`src/rtl/imm_mem_stream_loader_if.sv`:
```
// Load/read bundle for the immediate memory: burst-load handshake plus the PE read port.
interface imm_mem_stream_loader_if #(
    parameter int unsigned DATA_W = 8,
    parameter int unsigned ADDR_W = 5
);
    logic              LD_START;
    logic [ADDR_W-1:0] LD_BASE;
    logic [ADDR_W:0]   LD_LEN;
    logic              LD_VALID;
    logic [DATA_W-1:0] LD_DATA;
    logic              LD_READY;
    logic              LD_BUSY;
    logic              LD_DONE;
    logic              RD_EN;
    logic [ADDR_W-1:0] RD_ADDR;
    logic [DATA_W-1:0] RD_DATA;
    logic              RD_VALID;

    // Host/DMA and PE side.
    modport master (
        output LD_START, LD_BASE, LD_LEN, LD_VALID, LD_DATA, RD_EN, RD_ADDR,
        input  LD_READY, LD_BUSY, LD_DONE, RD_DATA, RD_VALID
    );

    // Memory / load engine side.
    modport slave (
        input  LD_START, LD_BASE, LD_LEN, LD_VALID, LD_DATA, RD_EN, RD_ADDR,
        output LD_READY, LD_BUSY, LD_DONE, RD_DATA, RD_VALID
    );
endinterface

```
`src/rtl/imm_mem_stream_loader.sv`:
```
// Immediate memory for the streaming datapath: DEPTH x DATA_W LUT-RAM, burst-load engine
// with auto-incrementing (wrapping) write address, and a registered read port with valid.
module imm_mem_stream_loader #(
    parameter int unsigned DATA_W = 8,
    parameter int unsigned DEPTH  = 32,
    parameter int unsigned ADDR_W = 5
) (
    input logic                   WCLK,
    input logic                   RST,
    imm_mem_stream_loader_if.slave bus
);
    localparam logic [ADDR_W:0]   DEPTH_LEN = (ADDR_W+1)'(DEPTH);
    localparam logic [ADDR_W:0]   ONE_LEN   = (ADDR_W+1)'(1);
    localparam logic [ADDR_W-1:0] ONE_ADDR  = ADDR_W'(1);

    typedef enum logic [1:0] {
        IDLE,
        LOAD,
        DONE
    } state_t;

    state_t            state;
    state_t            state_next;
    logic [ADDR_W-1:0] wr_addr;
    logic [ADDR_W:0]   remain;
    logic [ADDR_W:0]   len_clamped;
    logic              xfer;
    logic              ld_ready;
    logic              ld_busy;
    logic              ld_done;
    logic [DATA_W-1:0] rd_data;
    logic              rd_valid;
    logic [DATA_W-1:0] mem [DEPTH];

    // Lengths above DEPTH are illegal; treat them as a full-memory burst.
    always_comb begin
        len_clamped = bus.LD_LEN;
        if (bus.LD_LEN > DEPTH_LEN) begin
            len_clamped = DEPTH_LEN;
        end
    end

    // FSM state register.
    always_ff @(posedge WCLK or posedge RST) begin
        if (RST) begin
            state <= IDLE;
        end else begin
            state <= state_next;
        end
    end

    // Next-state and handshake/status outputs.
    always_comb begin
        state_next = state;
        ld_ready   = 1'b0;
        ld_busy    = 1'b0;
        ld_done    = 1'b0;
        xfer       = 1'b0;
        case (state)
            IDLE: begin
                if (bus.LD_START) begin
                    state_next = (bus.LD_LEN == '0) ? DONE : LOAD;
                end
            end
            LOAD: begin
                ld_ready = 1'b1;
                ld_busy  = 1'b1;
                xfer     = bus.LD_VALID;
                if (bus.LD_VALID && (remain == ONE_LEN)) begin
                    state_next = DONE;
                end
            end
            DONE: begin
                ld_done    = 1'b1;
                state_next = IDLE;
            end
            default: begin
                state_next = IDLE;
            end
        endcase
    end

    // Burst address and remaining-word counters.
    always_ff @(posedge WCLK or posedge RST) begin
        if (RST) begin
            wr_addr <= '0;
            remain  <= '0;
        end else if ((state == IDLE) && bus.LD_START) begin
            wr_addr <= bus.LD_BASE;
            remain  <= len_clamped;
        end else if (xfer) begin
            wr_addr <= wr_addr + ONE_ADDR;
            remain  <= remain - ONE_LEN;
        end
    end

    // LUT-RAM write; contents deliberately survive reset.
    always_ff @(posedge WCLK) begin
        if (xfer) begin
            mem[wr_addr] <= bus.LD_DATA;
        end
    end

    // Registered read port; sees the pre-write word on a same-cycle address collision.
    always_ff @(posedge WCLK or posedge RST) begin
        if (RST) begin
            rd_data  <= '0;
            rd_valid <= 1'b0;
        end else begin
            rd_valid <= bus.RD_EN;
            if (bus.RD_EN) begin
                rd_data <= mem[bus.RD_ADDR];
            end
        end
    end

    assign bus.LD_READY = ld_ready;
    assign bus.LD_BUSY  = ld_busy;
    assign bus.LD_DONE  = ld_done;
    assign bus.RD_DATA  = rd_data;
    assign bus.RD_VALID = rd_valid;
endmodule

```
`src/flat_wrapper.sv`:
```
// flat-port wrapper written by rule: the top's interface ports become plain ports
module imm_mem_stream_loader_flat 
#(
    parameter int unsigned DATA_W = 8,
    parameter int unsigned DEPTH  = 32,
    parameter int unsigned ADDR_W = 5
)
  (WCLK, RST, bus_LD_START, bus_LD_BASE, bus_LD_LEN, bus_LD_VALID, bus_LD_DATA, bus_RD_EN, bus_RD_ADDR, bus_LD_READY, bus_LD_BUSY, bus_LD_DONE, bus_RD_DATA, bus_RD_VALID);
  imm_mem_stream_loader_if #(.DATA_W(DATA_W), .ADDR_W(ADDR_W)) bus_i ();
  input logic WCLK;
  input logic RST;
  input wire logic [$bits(bus_i.LD_START)-1:0] bus_LD_START;
  input wire logic [$bits(bus_i.LD_BASE)-1:0] bus_LD_BASE;
  input wire logic [$bits(bus_i.LD_LEN)-1:0] bus_LD_LEN;
  input wire logic [$bits(bus_i.LD_VALID)-1:0] bus_LD_VALID;
  input wire logic [$bits(bus_i.LD_DATA)-1:0] bus_LD_DATA;
  input wire logic [$bits(bus_i.RD_EN)-1:0] bus_RD_EN;
  input wire logic [$bits(bus_i.RD_ADDR)-1:0] bus_RD_ADDR;
  output wire logic [$bits(bus_i.LD_READY)-1:0] bus_LD_READY;
  output wire logic [$bits(bus_i.LD_BUSY)-1:0] bus_LD_BUSY;
  output wire logic [$bits(bus_i.LD_DONE)-1:0] bus_LD_DONE;
  output wire logic [$bits(bus_i.RD_DATA)-1:0] bus_RD_DATA;
  output wire logic [$bits(bus_i.RD_VALID)-1:0] bus_RD_VALID;
  assign bus_i.LD_START = bus_LD_START;
  assign bus_i.LD_BASE = bus_LD_BASE;
  assign bus_i.LD_LEN = bus_LD_LEN;
  assign bus_i.LD_VALID = bus_LD_VALID;
  assign bus_i.LD_DATA = bus_LD_DATA;
  assign bus_i.RD_EN = bus_RD_EN;
  assign bus_i.RD_ADDR = bus_RD_ADDR;
  assign bus_LD_READY = bus_i.LD_READY;
  assign bus_LD_BUSY = bus_i.LD_BUSY;
  assign bus_LD_DONE = bus_i.LD_DONE;
  assign bus_RD_DATA = bus_i.RD_DATA;
  assign bus_RD_VALID = bus_i.RD_VALID;
  imm_mem_stream_loader #(.DATA_W(DATA_W), .DEPTH(DEPTH), .ADDR_W(ADDR_W)) u_core (.WCLK(WCLK), .RST(RST), .bus(bus_i));
endmodule
```
`config.mk`:
```
export PLATFORM = sky130hd
export DESIGN_NAME = imm_mem_stream_loader_flat
export DESIGN_NICKNAME = d
export VERILOG_FILES = /design/src/rtl/imm_mem_stream_loader_if.sv /design/src/rtl/imm_mem_stream_loader.sv /design/src/flat_wrapper.sv
export SDC_FILE = /design/constraint.sdc
export NUM_CORES = 1
export LEC_CHECK = 0
export ABC_AREA = 1
export CELL_PAD_IN_SITES_DETAIL_PLACEMENT = 2
export CELL_PAD_IN_SITES_GLOBAL_PLACEMENT = 2
export CORE_MARGIN = 4
export CORE_UTILIZATION = 45
export CTS_BUF_LIST = sky130_fd_sc_hd__clkbuf_16
export DETAILED_ROUTE_END_ITERATION = 8
export PLACE_DENSITY = 0.89
export SYNTH_ARGS = -nofsm -noshare
export SYNTH_HDL_FRONTEND = slang
export SYNTH_SLANG_ARGS = --single-unit
```
`constraint.sdc`:
```
create_clock -name WCLK -period 3.05 [get_ports WCLK]
set_clock_uncertainty 0.1 [all_clocks]
set_input_delay 0.4575 -clock WCLK [delete_from_list [all_inputs] [get_ports WCLK]]
set_output_delay 0.4575 -clock WCLK [all_outputs]
set_load 0.02 [all_outputs]
```
---- After elaboration in Yosys (flattened, before gate mapping) ----
Memory sizes are Yosys's and may differ from the RTL's. A register that Yosys moved wholly into a read port is not among the register bits.
Cells that the tools add are included.
word-level totals
  flip-flop bits (word level) ............. 14
  RAM bits ................................ 256
  output and inout port bits .............. 12
  memories ................................ 1
memories
  name        depth  bits a word  read ports  clocked after Yosys merged registers in  write ports  line                         RTL
  u_core.mem  32     8            1           1                                        1            imm_mem_stream_loader.sv:33  logic [DATA_W-1:0] mem [DEPTH];
operators by class
  add/subtract/negate cells ............... 2
  $lt $le $gt $ge ......................... 1
  equality and inequality tests ........... 5
  mux-type cells .......................... 14
  reduce and logical (&&, ||, !) cells .... 6
operator list
  operator                                                number
  two-way mux 6 bit                                       3
  two-way mux 5 bit                                       2
  equality test 6 x 1 -> 1 bit (second input constant)    1
  greater-than comparator 6 bit (second input constant)   1
  logical NOT 6 bit                                       1
  two-way mux 2 bit                                       3
  subtractor 6 x 1 -> 6 bit (second input constant)       1
  adder 5 x 1 -> 5 bit (second input constant)            1
  two-way mux 1 bit                                       5
  one-hot mux 2 bit (2 select lines)                      1
  equality test 2 x 1 -> 1 bit (second input constant)    1
  equality test 2 bit (second input constant)             1
  logical AND 1 bit                                       2
  logical NOT 2 bit                                       1
  inequality test 2 x 1 -> 1 bit (second input constant)  1
  inequality test 2 bit (second input constant)           1
  AND reduction 2 bit                                     1
  nonzero test 2 bit                                      1

---- Longest topological paths before layout ----
  word-level depth ........................ 4
  mapped depth ............................ 11
  depth with buffers taken out ............ 9

---- Least setup slack after synthesis ----
Ideal clock, no wire load.
  path type ............................... reg2reg
  from .................................... reg u_core.state[1]
  to ...................................... mem u_core.mem[28][0] (enable)
  data arrival time ....................... 1517 ps
  setup slack ............................. 1062 ps
  stages on the path, launching flop included .. 8
  path buffers ............................ 0
  path through ............................ dfrtp_1 -> inv_1 -> nand2_1 -> inv_1 -> nand2_2 -> inv_1 -> nand2_1 -> nor2_1
between the ends
  word-level cells in the longest chain between the ends .. 4
RTL lines
  element                                  line                          RTL
  from (decl)                              imm_mem_stream_loader.sv:22   state_t state;
  from (signal assigned)                   imm_mem_stream_loader.sv:48   state <= state_next;
  equality test 2 x 1 -> 1 bit             imm_mem_stream_loader.sv:59   case (state)
  two-way mux 1 bit                        imm_mem_stream_loader.sv:59
  two-way mux 1 bit                        imm_mem_stream_loader.sv:99   if (xfer) begin
  two-way mux 1 bit (implied by the code)  imm_mem_stream_loader.sv:100  mem[wr_addr] <= bus.LD_DATA;
  to (decl)                                imm_mem_stream_loader.sv:33
Every way passes these cells.

---- Worst setup path after layout ----
  from .................................... reg u_core.state[1]
  to ...................................... mem u_core.mem[9][4] (enable)
The elaborated chain is that of the path after synthesis.

==> metrics <==
status finished clean; Antenna Violating Nets Remaining 0; crit end category register; delay-heaviest family, CP simple AND/OR/NAND/NOR gates; dpl hpwl 23400 µm; Max-cap violations 0; Root Driver clkbuf_16; GRT overflow 0; Post-Syn Instances 1026; Crit path largest cell delay 0.73 ns; EDFF count, synth 256; CTS tree yes; fin crit share 87.9%; Synth cell types 27; DIE HEIGHT 169 µm; Data arrival, critical path 2.77 ns; clk_lat worst skew 0.56 ns; Top cell by count, worst path inv_1; Final #Nets 1114; worst path cell trace inv_1 > nand2_1 > inv_1 > nand2_2 > inv_1 > nand2_1 > nor2_1; num ports 41; die width 169 µm; count of yosys warnings during synthesis 0; Core Footprint 25300 µm²; CP Data Required Time 3.13 ns; first-pass GRT wire length 62100 µm; synthesized cell area 11600 µm²; Buf/Inv on CP 3; iteration-0 DRC count of the detailed router 900; fillers 2423; Leakage 5.00 nW; largest net degree at the start of global routing 129; FF-to-FF path depth 7; Setup violations, final 0; DRC 0; Row Count 58; Routed WL per cell 28.9 µm; area delta synth->final 14.3%; Primary FF master, synth edfxtp_1; fmax 373 MHz; critical path depth in cells 7; setup bufs post-CTS 0; slowest CP cell nor2_1; PnR worst setup slack 0.368 ns; IO Port Bufs 40; Hold Crit Class input port to asynchronous set/reset pin; fraction of layout cells with a size suffix above 1 7.80%; minimum clock period after layout 2.68 ns; Max Slew Vio Count 0; Critical Path Fanout Max 8; # diodes 0; Setup TNS 0 ns; Slew @ Worst Pin 0.826 ns; syn_area_per_cell 11.3 µm²; PwrDens 715 nW/µm²; GPL Wtd Cong 0.798; Total Die Area 28500 µm²; vias in the first global route 9562; drt pass-1 iters 5; Syn Nets 1061; initial antenna violation count 0; Hold-fix buffers, CTS 0; maximum buffer depth of the clock tree 3; RSZ-0062 raised after global routing false; final hold vios 0; register area share after synthesis 70.8%; gr usage total 29.0%; DP Worst Slack 0.214 ns; H-tree levels 1; clock slew at reported path FFs 0.07 ns; peak supply drop 640 µV; Seq cells post-synth 278; Post-synth ARST share 7.91%; drt total wl 41400 µm; CP Class register to register; Slew HR 44.8%; Sink Count 278; total number of vias 8582; Num CTS Buffers 30; post-CTS sizing 0; Setup crit start kind register; Via-to-Cell Ratio 5.99; initial core utilization 46.0%
==> state kept, by name, summed over array words and instances, names as in the netlist <==
register / flops
u_core.bus.RD_VALID: 1
u_core.state: 2
u_core.mem: 256
u_core.remain: 6
u_core.bus.RD_DATA: 8
u_core.wr_addr: 5
==> cells in the final DEF, fill, tap and decap left out <==
cell             synthesis  layout
o21ai_0                 10      10
nand2_2                  1       1
o211ai_1                 2       2
bufinv_16                0       1
buf_2                   15       1
inv_2                    2       1
clkinvlp_4               0       3
nand2_4                  1       1
clkbuf_16                0      31
edfxtp_1               256     256
clkinv_1                 0       9
a2bb2oi_1                1       1
nor4_1                   1       1
a21oi_1                  4       4
nand4_1                  1       1
buf_4                   16      36
nor3_1                   1       1
clkinv_2                 0       7
clkdlybuf4s50_1          0      38
ha_1                     6       6
nand2_1                351     351
o22ai_1                  5       5
inv_1                   24      30
dfrtp_1                 22      22
xor2_1                   1       1
o221ai_1                 1       1
a22oi_1                  1       1
a31oi_1                  2       2
buf_12                   0       4
nor2_1                  42      42
nand3_1                233     233
==> power by group <==
part	switching [mW]	leakage, nW	internal [mW]	total (mW)
clock	1.57	0.466	1.91	3.49
combinational	1.08	1.96	0.396	1.48
sequential	0.152	2.57	4.41	4.56
==> per-layer routing <==
metal | wire length [µm] | global-route usage, % | up-vias | share of wire [%]
met5 | 0 | 0 | - | 0
met4 | 1410 | 9.84 | 0 | 3.4
met3 | 2890 | 4.90 | 93 | 7.0
met2 | 21000 | 50.5 | 376 | 51
met1 | 16200 | 36.9 | 4434 | 39
li1 | - | - | 3679 | -
==> cell usage after synthesis (all sizes together), types with 2 or more instances <==
cell type / number / area (µm²)
a31oi: 2 / 12.5
a21oi: 4 / 20.0
buf: 46 / 349
o211ai: 2 / 15.0
o21ai: 10 / 50.1
nor2: 42 / 158
nand2: 353 / 1340
dfrtp: 22 / 551
o22ai: 5 / 31.3
clkbuf: 12 / 45.0
ha: 6 / 75.1
inv: 26 / 97.6
edfxtp: 256 / 7690
nand3: 233 / 1170
==> worst min-delay path, cell delays in order <==
cell and delay [ns]:
clkdlybuf4s50_1 0.40, inv_1 0.06, buf_4 0.34
==> cell families after synthesis <==
family	share of synthesized area, %
and+or+nand+nor	23.0
buffers and inverters	4.22
adders and majority gates	0.645
DFF	70.8
xor gates and xnor gates	0.0752
AOI/OAI and AO/OA	1.32
==> final timing paths <==
path                                                     endpoint                               from  slack (ns)
worst min register to register  u_core.bus.RD_DATA[5]$_DFFE_PP0P_  u_core.bus.RD_DATA[5]$_DFFE_PP0P_        0.40
max in group asynchronous       u_core.bus.RD_DATA[5]$_DFFE_PP0P_                                RST        2.38
min in group WCLK               u_core.bus.RD_DATA[5]$_DFFE_PP0P_  u_core.bus.RD_DATA[5]$_DFFE_PP0P_        0.40
worst min-delay path                 u_core.remain[5]$_DFFE_PP0P_                                RST        0.18
worst max register to register         u_core.mem[9][4]$_DFFE_PP_        u_core.state[1]$_DFFE_PP0P_        0.37
worst max-delay path                   u_core.mem[9][4]$_DFFE_PP_        u_core.state[1]$_DFFE_PP0P_        0.37
==> final cells by class <==
class	instances	area [µm²]	share of cell area, %
Clock buffer	31	776	5.83
Sequential cell	278	8240	61.9
Timing Repair Buffer	79	736	5.53
Inverter	26	98.8	0.742
Tap cell	330	413	3.10
Multi-Input combinational cell	664	2910	21.9
Clock inverter	25	139	1.04
==> stage by stage <==
step / util, % / power [mW] / instance area, µm² / std cells / hold WS [ns]
floorplan: - / 5.38 / 11600 / 1026 / 0.347
global placement: 49.0 / 5.84 / 12400 / 1377 / 0.367
detailed placement: 49.0 / 6.00 / 12400 / 1377 / 0.385
CTS: 52.6 / 9.55 / 13300 / 1433 / 0.175
global route: 52.6 / 9.82 / 13300 / 1433 / 0.235
finish: 52.6 / 9.52 / 13300 / 1433 / 0.183
(Power assumes the default switching activity.)
